==> src/rtl/dir_pkg.sv <==
// rtl/dir_pkg.sv - shared heading encodings, rotation helpers and axis decode
// Used by the direction controllers and the position counters.
package dir_pkg;

  localparam logic [1:0] DIR_UP    = 2'd0;
  localparam logic [1:0] DIR_RIGHT = 2'd1;
  localparam logic [1:0] DIR_DOWN  = 2'd2;
  localparam logic [1:0] DIR_LEFT  = 2'd3;

  typedef struct packed {
    logic x_en;
    logic x_up;
    logic y_en;
    logic y_up;
  } axis_ctl_t;

  function automatic logic [1:0] rot_cw(input logic [1:0] d);
    return d + 2'd1;
  endfunction

  function automatic logic [1:0] rot_ccw(input logic [1:0] d);
    return d - 2'd1;
  endfunction

  function automatic logic [1:0] rot_apply(input logic [1:0] d, input logic cw);
    return cw ? rot_cw(d) : rot_ccw(d);
  endfunction

  // Enables follow the step pulse on the axis the heading lies on.
  function automatic axis_ctl_t dir_decode(input logic [1:0] d, input logic step);
    axis_ctl_t c;
    c.x_en = step && (d == DIR_RIGHT || d == DIR_LEFT);
    c.x_up = (d == DIR_RIGHT);
    c.y_en = step && (d == DIR_UP || d == DIR_DOWN);
    c.y_up = (d == DIR_UP);
    return c;
  endfunction

endpackage

==> src/rtl/step_timer.sv <==
// rtl/step_timer.sv - enable-gated clock divider emitting a one-cycle tick strobe
// tick_o is high in the last cycle of each STEP_DIV-cycle period.
module step_timer #(
  parameter int STEP_DIV = 25_000_000
) (
  input  logic clk_i,
  input  logic rst_i,
  input  logic enable_i,
  output logic tick_o
);

  localparam int CNT_W = $clog2(STEP_DIV);

  logic [CNT_W-1:0] cnt_q;
  logic [CNT_W-1:0] cnt_d;

  assign tick_o = enable_i && (cnt_q == CNT_W'(STEP_DIV - 1));

  always_comb begin
    cnt_d = cnt_q;
    if (tick_o) begin
      cnt_d = '0;
    end else if (enable_i) begin
      cnt_d = cnt_q + CNT_W'(1);
    end
  end

  always_ff @(posedge clk_i or posedge rst_i) begin
    if (rst_i) begin
      cnt_q <= '0;
    end else begin
      cnt_q <= cnt_d;
    end
  end

endmodule

==> src/rtl/direction_step_controller.sv <==
// rtl/direction_step_controller.sv - four-way heading controller with built-in step divider
// DIR_TURN_QUEUE_EN turns the single pending-turn slot into a 2-entry FIFO.
module direction_step_controller
  import dir_pkg::*;
#(
  parameter int         STEP_DIV = 25_000_000,
  parameter logic [1:0] INIT_DIR = 2'd0
) (
  input  logic       clk,
  input  logic       rst,
  input  logic       enable,
  input  logic       turn_right,
  input  logic       turn_left,
  output logic [1:0] dir,
  output logic       step,
  output logic       x_en,
  output logic       x_up,
  output logic       y_en,
  output logic       y_up
);

  logic       tick;
  logic       tr_q, tl_q;
  logic       rise_r, rise_l;
  logic       req_v, req_cw;
  logic [1:0] dir_q, dir_d;
  logic       step_q, step_d;
  logic [1:0] pend_cnt_q, pend_cnt_d;
  logic       q0_q, q0_d;
`ifdef DIR_TURN_QUEUE_EN
  logic       q1_q, q1_d;
`endif
  axis_ctl_t  ctl;

  step_timer #(.STEP_DIV(STEP_DIV)) u_timer (
    .clk_i    (clk),
    .rst_i    (rst),
    .enable_i (enable),
    .tick_o   (tick)
  );

  // Simultaneous edges on both buttons cancel out.
  assign rise_r = turn_right && !tr_q;
  assign rise_l = turn_left  && !tl_q;
  assign req_v  = rise_r ^ rise_l;
  assign req_cw = rise_r;

  always_comb begin
    dir_d      = dir_q;
    step_d     = tick;
    pend_cnt_d = pend_cnt_q;
    q0_d       = q0_q;
`ifdef DIR_TURN_QUEUE_EN
    q1_d       = q1_q;
`endif
    if (tick) begin
      if (pend_cnt_q != 2'd0) begin
        dir_d      = rot_apply(dir_q, q0_q);
        pend_cnt_d = pend_cnt_q - 2'd1;
`ifdef DIR_TURN_QUEUE_EN
        q0_d       = q1_q;
`endif
      end else if (req_v) begin
        dir_d = rot_apply(dir_q, req_cw);
      end
    end
`ifdef DIR_TURN_QUEUE_EN
    // Push after the pop so a full FIFO can accept a request on a tick.
    if (req_v && !(tick && pend_cnt_q == 2'd0) && pend_cnt_d < 2'd2) begin
      if (pend_cnt_d == 2'd0) begin
        q0_d = req_cw;
      end else begin
        q1_d = req_cw;
      end
      pend_cnt_d = pend_cnt_d + 2'd1;
    end
`else
    if (req_v && !tick && pend_cnt_q == 2'd0) begin
      q0_d       = req_cw;
      pend_cnt_d = 2'd1;
    end
`endif
  end

  always_ff @(posedge clk or posedge rst) begin
    if (rst) begin
      dir_q      <= INIT_DIR;
      step_q     <= 1'b0;
      pend_cnt_q <= 2'd0;
      q0_q       <= 1'b0;
`ifdef DIR_TURN_QUEUE_EN
      q1_q       <= 1'b0;
`endif
      tr_q       <= 1'b0;
      tl_q       <= 1'b0;
    end else begin
      dir_q      <= dir_d;
      step_q     <= step_d;
      pend_cnt_q <= pend_cnt_d;
      q0_q       <= q0_d;
`ifdef DIR_TURN_QUEUE_EN
      q1_q       <= q1_d;
`endif
      tr_q       <= turn_right;
      tl_q       <= turn_left;
    end
  end

  assign ctl  = dir_decode(dir_q, step_q);
  assign dir  = dir_q;
  assign step = step_q;
  assign x_en = ctl.x_en;
  assign x_up = ctl.x_up;
  assign y_en = ctl.y_en;
  assign y_up = ctl.y_up;

endmodule
==> config.mk <==
export PLATFORM = sky130hd
export DESIGN_NAME = direction_step_controller
export DESIGN_NICKNAME = d
export VERILOG_FILES = /design/src/rtl/dir_pkg.sv /design/src/rtl/step_timer.sv /design/src/rtl/direction_step_controller.sv
export SDC_FILE = /design/constraint.sdc
export NUM_CORES = 1
export LEC_CHECK = 0
export BUFFER_PORTS_ARGS = -buffer_cell sky130_fd_sc_hd__buf_2
export CAP_MARGIN = 25
export CORE_ASPECT_RATIO = 1.4
export CORE_MARGIN = 4
export CORE_UTILIZATION = 57
export CTS_CLUSTER_DIAMETER = 200
export DETAILED_ROUTE_END_ITERATION = 8
export PLACE_DENSITY = 0.79
export SYNTH_ARGS = -nofsm -noshare
export SYNTH_HDL_FRONTEND = slang
export SYNTH_HIERARCHICAL = 1
export SYNTH_SLANG_ARGS = --single-unit
==> constraint.sdc <==
create_clock -name clk -period 7.5 [get_ports clk]
set_clock_uncertainty 0.2 [all_clocks]
set_input_delay 1.125 -clock clk [delete_from_list [all_inputs] [get_ports clk]]
set_output_delay 1.125 -clock clk [all_outputs]
set_load 0.03 [all_outputs]
## Yosys cells after proc, flatten, opt, wreduce, memory -nomap -nowiden

Index checks and enable logic that the tools add are counted.
W data, S select, Z words.

| word-level totals | value |
|---|---|
| word-level logic and storage cells | 46 |
| flip-flop bits (word level) | 33 |
| bits of input ports | 5 |
| output and inout port bits | 7 |

| operators by class | value |
|---|---|
| muxes and demuxes | 9 |
| reductions and logical operators | 21 |
| bitwise logic cells | 1 |
| $add $sub $neg | 4 |
| equal/unequal tests | 4 |

Operators by type and width:

| operator | count |
|---|---|
| $mux W25 | 2 |
| $add A25 B1 Y25 const B | 1 |
| $eq A25 B25 Y1 const B | 1 |
| $mux W2 | 7 |
| $reduce_bool A2 Y1 | 5 |
| $logic_and A1 B1 Y1 | 7 |
| $eq A2 B2 Y1 const B | 2 |
| $logic_not A2 Y1 | 2 |
| $reduce_and A2 Y1 | 2 |
| $sub A2 B1 Y2 const B | 2 |
| $logic_not A1 Y1 | 3 |
| $add A2 B1 Y2 const B | 1 |
| $eq A2 B1 Y1 const B | 1 |
| $logic_or A1 B1 Y1 | 2 |
| $xor A1 B1 Y1 | 1 |

## Logic depth before layout (Yosys ltp)

Gate-level depths: netlist of the first run.

| logic depth | value |
|---|---|
| depth in word-level cells | 7 |
| depth in mapped cells | 9 |
| depth with buffers taken out | 8 |

## Cells and area by module

The synthesis of the first run kept the hierarchy.

By module, submodules not included:

| module | sequential area each (um^2) | instances | cells an instance | area an instance (um^2) |
|---|---|---|---|---|
| step_timer | 625.6 | 1 | 132 | 1285.0 |
| direction_step_controller | 200.2 | 1 | 45 | 480.5 |

## Worst setup path after synthesis of the first run

Ideal clock, no wire load.

| timing path | value |
|---|---|
| path type | input -> register |
| start point | input enable |
| end point | register q0_q |
| library setup time | 128 ps |
| required time | 7172 ps |
| stages on the path | 8 |
| path buffers | 2 |
| arrival | 2782 ps |
| setup slack | 4390 ps |
| cell sequence | buf_4 -> nand4_2 -> or3_1 -> nor3_2 -> buf_2 -> and2b_1 -> a31oi_1 -> o21ai_0 |

| on the way | value |
|---|---|
| cells in the longest elaborated chain, start to end | 4 |

RTL lines:

| element | RTL line | text |
|---|---|---|
| start, declared | direction_step_controller.sv:11 | `input logic enable,` |
| $logic_and A1 B1 Y1 | step_timer.sv:17 | `assign tick_o = enable_i && (cnt_q == CNT_W'(STEP_DIV - 1));` |
| net step_d | direction_step_controller.sv:27 | `logic step_q, step_d;` |
| $logic_not A1 Y1 | direction_step_controller.sv:78 | `if (req_v && !tick && pend_cnt_q == 2'd0) begin` |
| $logic_and A1 B1 Y1 (2 in series) | direction_step_controller.sv:78 |  |
| end signal, assigned | direction_step_controller.sv:100 | `q0_q <= q0_d;` |
| end, declared | direction_step_controller.sv:29 | `logic q0_q, q0_d;` |

The timed path passes the listed nets, and every way through them passes these cells.
A chain may end at the register's enable or synchronous reset.

## Worst setup path after layout of the first run

Ends and elaborated chain as after synthesis.

==> impl_summary.log, run 1 <==
[metrics] post-synthesis sequential area ratio: 46.8%
[metrics] Fill cells: 241
[metrics] Final Total Pwr: just over 400 uW
[metrics] cell accounting for the most synthesized area: sky130_fd_sc_hd__dfrtp_1
[metrics] type of element launching the critical path: input port
[metrics] Leak: roughly 0.88 nW
[metrics] warnings from Yosys: 6
[metrics] Highest Clock Rate: between 300 and 400 MHz
[metrics] maximum fanout along the worst path: 16
[metrics] share of async-settable or async-resettable flops after synthesis: 100%
[metrics] sum of buffers and inverters on the critical path: 2
[metrics] DRT Pass-1 Iters: 4
[metrics] slowest stage cell, crit path: sky130_fd_sc_hd__or3_1
[metrics] number of global-route vias before repair: 1324
[metrics] category of cells accounting for the largest share of critical-path delay: simple AND/OR/NAND/NOR gates
[metrics] number of H-tree levels: 2
[metrics] measured slew at the worst slew-check pin: 0.930 ns
[metrics] initial standard-cell utilization of the core: 60.7%
[metrics] number of clock sinks: 33
[metrics] maximum number of pins on one net before global-route repair: 26
[metrics] Final Routed Wirelength: between 3 and 4 mm
[metrics] Max-Cap Viols: 0
[metrics] syn_nets: about 190
[metrics] routability-driven placement congestion ratio: 0.802
[metrics] Clock Tree Root: sky130_fd_sc_hd__clkbuf_8
[metrics] dominant register cell in the synthesized netlist: sky130_fd_sc_hd__dfrtp_1
[metrics] area used by sequential logic in the layout: 826 um2
[metrics] Netlist Area Pre-Place: ~1800 um2
[metrics] FF+latch count, synth: 33
[metrics] share of the synthesized area in the top cell type: about 47%
[metrics] post_cts resized: 0
[metrics] number of clock buffers inserted by TritonCTS: 5
[metrics] Peak VDD IR: 0.166 mV
[metrics] cell count after synthesis: between 150 and 200
[metrics] half-perimeter wire length after detailed placement: 2.56 mm
[metrics] Max Transition Viols Final: 0
[metrics] most frequent cell after synthesis: sky130_fd_sc_hd__dfrtp_1
[metrics] count of endpoints failing setup in the final report: 0
[metrics] setup total negative slack: 0 ns
[metrics] TritonCTS clock tree: done
[metrics] clock-pin slew on the worst setup and hold paths: 0.07 ns
[metrics] average size of a mapped cell: 9.97 um2
[metrics] DRC violation count after routing: 0
[metrics] Ant. Diodes: 0
[metrics] growth of design area from synthesis to finish: 9.78%
[metrics] net total in the final layout: ~200
[metrics] category of the worst setup path capture point: register
[metrics] critical path startpoint: enable
[metrics] instance count along the most critical hold path: 1
[metrics] worst path required time: 7.46 ns
[metrics] top post-synthesis cells by count: 33 x sky130_fd_sc_hd__dfrtp_1, 16 x sky130_fd_sc_hd__nor2_1, 14 x sky130_fd_sc_hd__inv_1
[metrics] buffers from clock root to sink, at most: 2
[metrics] Die ar.: 4060 um2
[metrics] setup repair after global routing missed its margin: no
[metrics] initial antenna violation count: 0
[metrics] total track usage: 20.2%
[metrics] residual overflow from global routing: 0
[metrics] Wirelength per Cell: 14.9 um
[metrics] fraction of final layout cells sized beyond drive strength 1: 15.7%
[metrics] routed vias: 1340
[metrics] average vias per placed instance: 5.88
[metrics] footprint of the multi-input gates: around 850 um2
[metrics] Vert. Die Dim: 73.9 um
[metrics] global-route wire length before repair: 5.80 mm
[metrics] number of DRC markers in iteration 0: 48
[metrics] origin of the critical flop-to-flop path: u_timer/cnt_q[1]
[metrics] number of cell rows: 23
[metrics] run status: finished clean
[metrics] critical path, cell by cell: buf_2 > nand4_2 > or3_1 > nor3_2 > buf_4 > and2b_1 > a31oi_1 > o21ai_0
[metrics] Chip Width: 55.0 um
[metrics] crit path time final: 3.06 ns
[metrics] instance count on the critical path: 8
[metrics] power density of the placed cells: ~210 nW/um2
[metrics] number of cell instances on the worst register-to-register path: 8
[metrics] post-CTS setup buffer count: 0
[metrics] Top-Level Pins: 12
[metrics] top area cells in the synthesized netlist: sky130_fd_sc_hd__dfrtp_1 47%, sky130_fd_sc_hd__xnor2_1 6.0%, sky130_fd_sc_hd__ha_1 4.3%
[metrics] count of flip-flops with a built-in enable after synthesis: 0
[metrics] clock latency of the later-clocked register in the worst-skew pair: 0.29 ns
[metrics] final worst-path cycle share: 40.8%
[metrics] total of buffers placed on input and output ports: 11
[metrics] category of the critical setup timing path: in2reg
[metrics] start point of the worst hold path: u_timer/cnt_q[10]
[metrics] count of unique library cells instantiated by Yosys: 40
[metrics] CTS hold repair buffers: 0
[metrics] headroom to the max-slew limit: 37.9%
[metrics] placeable core region: 2910 um2
[metrics] crit path DAT: 3.03 ns
[metrics] slowest cell delay on critical path: about 0.40 ns
[metrics] Post-DRT Antenna Nets: 0
[metrics] Hold WC Path Type: reg2reg
[metrics] Hold Fails Final Rpt: 0
## flip-flops by register name, summed over array words and instances (netlist names)
signal / flops
tl_q: 1
pend_cnt_q: 2
tr_q: 1
q0_q: 1
dir: 2
step: 1
u_timer/cnt_q: 25
## metal layers
| metal | GRT usage, % | routed length, um |
|---|---|---|
| met1 | 22.6 | 1330 |
| met2 | 34.9 | 1890 |
| met3 | 5.48 | 132 |
| met4 | 8.11 | 48 |
| met5 | 0 | 0 |
## final cells by class
class                   count  area share, %
clock buffers               7           4.97
clock inverters             1          0.258
inverters                  14           2.71
multi-input cells         124           43.8
flip-flops and latches     33           42.6
well taps                  37           2.39
repair buffers             12           3.23
## placed cells by master (no fill, tap or decap), types with 6 or more instances in the layout
cell type and n:
sky130_fd_sc_hd__o31ai_1 6, sky130_fd_sc_hd__xnor2_1 12, sky130_fd_sc_hd__nor2_1 16, sky130_fd_sc_hd__ha_1 6
sky130_fd_sc_hd__dfrtp_1 33, sky130_fd_sc_hd__xor2_1 6, sky130_fd_sc_hd__nand2_1 12, sky130_fd_sc_hd__inv_1 14
sky130_fd_sc_hd__buf_2 11, sky130_fd_sc_hd__a21oi_1 9, sky130_fd_sc_hd__clkbuf_8 7, sky130_fd_sc_hd__nand4_1 7
## kinds of logic (layout without fill, tap and decap cells)
kind of cell | after synthesis | count (layout) | synth area share [%]
xor+xnor | 19 | 19 | 9.85
compound gates | 27 | 27 | 10.1
fa+ha+maj | 6 | 6 | 4.25
mux | 1 | 1 | 0.567
simple gates | 71 | 71 | 23.3
buf+inv | 20 | 34 | 5.10
flops | 33 | 33 | 46.8
## power breakdown
part / switching (mW) / total [mW] / internal [mW] / leakage (nW)
clock: 0.0624 / 0.145 / 0.0828 / 0.0542
sequential: 0.0227 / 0.216 / 0.193 / 0.426
combinational: 0.0250 / 0.0457 / 0.0207 / 0.395
## through the flow
stage | std cells | hold WS [ns] | util, % | setup WS, ns | area [um2]
6_report | 228 | 0.316 | 66.7 | 4.44 | 1940
5_1_grt | 228 | 0.354 | 66.7 | 4.20 | 1940
4_1_cts | 228 | 0.319 | 66.7 | 4.45 | 1940
3_5_place_dp | 220 | 0.307 | 63.2 | 4.15 | 1840
3_3_place_gp | 220 | 0.302 | 63.2 | 4.26 | 1840
2_1_floorplan | 177 | 0.277 | - | 4.39 | 1770
## final timing paths
check	end	slack (ns)
worst max-delay path	q0_q	4.44
worst max register to register	q0_q	4.81
worst min-delay path	u_timer/cnt_q[10]	0.32
max in group asynchronous	u_timer/cnt_q[8]	5.68
min in group asynchronous	pend_cnt_q[0]	0.58
worst min register to register	u_timer/cnt_q[10]	0.32
No activity file was read; power rests on OpenSTA's default activity.
==> inputs of run 2 (changes only) <==
clock period = 3.05 ns   (was 7.5 ns; I/O delays follow)
==> run 2 against run 1 <==
Largest cell class unchanged. Global-route usage increased by 0.69 points. Sequential cell count is the same. Largest power group unchanged. Sequential power up 150%. Clock power rose to 2.9 times the previous value. Non-clock buffer count rose by 2. Power rose to 2.6 times the previous value. Critical path depth down 1.
==> impl_summary.log, run 2 (same netlist as run 1, synthesis figures left out) <==
[metrics] run status: finished clean (unchanged)
[metrics] clock-pin slew on the worst setup and hold paths: 0.06 ns (was 0.07 ns)
[metrics] Highest Clock Rate: between 400 and 500 MHz
[metrics] crit path DAT: 2.39 ns (was 3.03 ns)
[metrics] worst path required time: 3.02 ns (was 7.46 ns)
[metrics] highest-count cells in the layout ignoring fill and taps: 33 x sky130_fd_sc_hd__dfrtp_1, 16 x sky130_fd_sc_hd__nor2_1, 14 x sky130_fd_sc_hd__inv_1, 12 x sky130_fd_sc_hd__nand2_1, 12 x sky130_fd_sc_hd__xnor2_1 (unchanged)
[metrics] number of global-route vias before repair: 1362 (was 1324)
[metrics] number of H-tree levels: 2 (unchanged)
[metrics] Wirelength per Cell: 15.6 um (was 14.9 um)
[metrics] Max Transition Viols Final: 0 (unchanged)
[metrics] count of endpoints failing setup in the final report: 0 (unchanged)
[metrics] fraction of final layout cells sized beyond drive strength 1: 15.5% (was 15.7%)
[metrics] Ant. Diodes: 0 (unchanged)
[metrics] growth of design area from synthesis to finish: 12.8% (was 9.78%)
[metrics] half-perimeter wire length after detailed placement: 2.57 mm (was 2.56 mm)
[metrics] Vert. Die Dim: 73.9 um (unchanged)
[metrics] net total in the final layout: 203 (was 201)
[metrics] post-CTS setup buffer count: 0 (unchanged)
[metrics] flip-flop count of the largest register, all copies and words added: 25 (unchanged)
[metrics] Max-Cap Viols: 0 (unchanged)
[metrics] average vias per placed instance: 5.83 (was 5.88)
[metrics] routability-driven placement congestion ratio: 0.772 (was 0.802)
[metrics] routed vias: 1342 (was 1340)
[metrics] post-layout util: 68.5% (was 66.7%)
[metrics] Leak: 0.896 nW (was 0.875 nW)
[metrics] Die ar.: 4060 um2 (unchanged)
[metrics] Chip Width: 55.0 um (unchanged)
[metrics] number of DRC markers in iteration 0: 65 (was 48)
[metrics] number of clock buffers inserted by TritonCTS: 5 (unchanged)
[metrics] category of the worst setup path capture point: register (unchanged)
[metrics] placeable core region: 2910 um2 (unchanged)
[metrics] initial standard-cell utilization of the core: 60.7% (unchanged)
[metrics] Hold Fails Final Rpt: 0 (unchanged)
[metrics] power density of the placed cells: 537 nW/um2 (was 210 nW/um2)
[metrics] maximum fanout along the worst path: 6 (was 16)
[metrics] number of cell rows: 23 (unchanged)
[metrics] type of element launching the critical path: register (was input port)
[metrics] Top-Level Pins: 12 (unchanged)
[metrics] register bank with the most flops: u_timer/cnt_q (unchanged)
[metrics] buffers from clock root to sink, at most: 2 (unchanged)
[metrics] total track usage: 20.9% (was 20.2%)
[metrics] setup total negative slack: 0 ns (unchanged)
[metrics] maximum number of pins on one net before global-route repair: 26 (unchanged)
[metrics] TritonCTS clock tree: done (unchanged)
[metrics] crit path time final: 2.42 ns
[metrics] number of clock sinks: 33 (unchanged)
[metrics] final worst-path cycle share: 79.5%
[metrics] Final Routed Wirelength: 3.58 mm (was 3.41 mm)
[metrics] DRT Pass-1 Iters: 5 (was 4)
[metrics] headroom to the max-slew limit: 71.7% (was 37.9%)
[metrics] setup repair after global routing missed its margin: no (unchanged)
[metrics] global-route wire length before repair: 5.98 mm (was 5.80 mm)
[metrics] Peak VDD IR: 0.598 mV (was 0.166 mV)
[metrics] initial antenna violation count: 0 (unchanged)
[metrics] category of the critical setup timing path: reg2reg (was in2reg)
[metrics] most frequent standard cell in the layout excluding fill and tap cells: sky130_fd_sc_hd__dfrtp_1 (unchanged)
[metrics] DRC violation count after routing: 0 (unchanged)
[metrics] measured slew at the worst slew-check pin: 0.424 ns (was 0.930 ns)
[metrics] total of buffers placed on input and output ports: 11 (unchanged)
[metrics] clock latency of the later-clocked register in the worst-skew pair: 0.29 ns (about the same)
[metrics] Clock Tree Root: sky130_fd_sc_hd__clkbuf_8 (unchanged)
[metrics] Hold WC Path Type: in2reg (was reg2reg)
[metrics] Post-DRT Antenna Nets: 0 (unchanged)
[metrics] residual overflow from global routing: 0 (unchanged)
## run 2: cell types whose count changed in the layout (fill, tap and decap cells not counted), sizes merged
cell / before / now
buf: 12 / 13
bufinv: 0 / 1
clkinv: 1 / 0
dlygate4sd3: 0 / 1
## run 2: worst max-delay path, stage by stage (launching register included)
cell	delay [ns]
sky130_fd_sc_hd__dfrtp_1	0.43
sky130_fd_sc_hd__ha_1	0.23
sky130_fd_sc_hd__nand4_2	0.19
sky130_fd_sc_hd__or3_1	0.40
sky130_fd_sc_hd__nor3_2	0.31
sky130_fd_sc_hd__and2b_1	0.29
sky130_fd_sc_hd__a31oi_1	0.18
sky130_fd_sc_hd__o21ai_0	0.09
## run 2: final timing paths
check	from	endpoint	slack, ns	cells after the start
worst max-delay path	u_timer/cnt_q[0]	q0_q	0.63	7
worst min-delay path	turn_left	tl_q	0.09	1
worst max register to register	u_timer/cnt_q[0]	q0_q	0.63	7
worst min register to register	pend_cnt_q[0]	pend_cnt_q[0]	0.33	2
max in group asynchronous	rst	u_timer/cnt_q[0]	1.86	4
min in group asynchronous	rst	u_timer/cnt_q[3]	0.43	3
## run 2: through the flow
step           hold WS, ns  total power, mW  setup slack (ns)  cell area [um2]  instances
2_1_floorplan       0.0732            0.616             0.607             1770        177
3_3_place_gp         0.217            0.636             0.760             1840        220
3_5_place_dp         0.227            0.648             0.647             1840        220
4_1_cts             0.0848             1.07             0.665             1960        229
5_1_grt             0.0711             1.13             0.476             1990        230
6_report            0.0929             1.07             0.627             1990        230
## run 2: layout make-up
type                            count  area (um2)
Timing Repair Buffer               14         100
Sequential cell                    33         826
Fill cell                         230         916
Multi-Input combinational cell    124         850
Tap cell                           37        46.3
Clock buffer                        7        86.3
Inverter                           14        52.6
Clock inverter                      1        30.0
## run 2: report_power, final
| group | total, mW | internal [mW] | switching [mW] |
|---|---|---|---|
| Combinational | 0.116 | 0.0547 | 0.0617 |
| Clock | 0.421 | 0.266 | 0.155 |
| Sequential | 0.533 | 0.476 | 0.0570 |
| Total | 1.07 | 0.796 | 0.273 |
## run 2: repair_timing
action / CTS / global route
hold endpoints to repair: 8 / 0
hold buffers: 1 / 0
resized for setup: 0 / 0
## run 2: per-layer routing
layer | share of wire (%) | vias to the layer above | track usage [%] | wire length [um]
met1 | 40 | 645 | 22.7 | 1430
met4 | 2.3 | 0 | 10.3 | 81
met2 | 54 | 36 | 35.5 | 1930
li1 | - | 652 | - | -
met5 | 0 | - | 0 | 0
met3 | 4.1 | 9 | 6.09 | 146
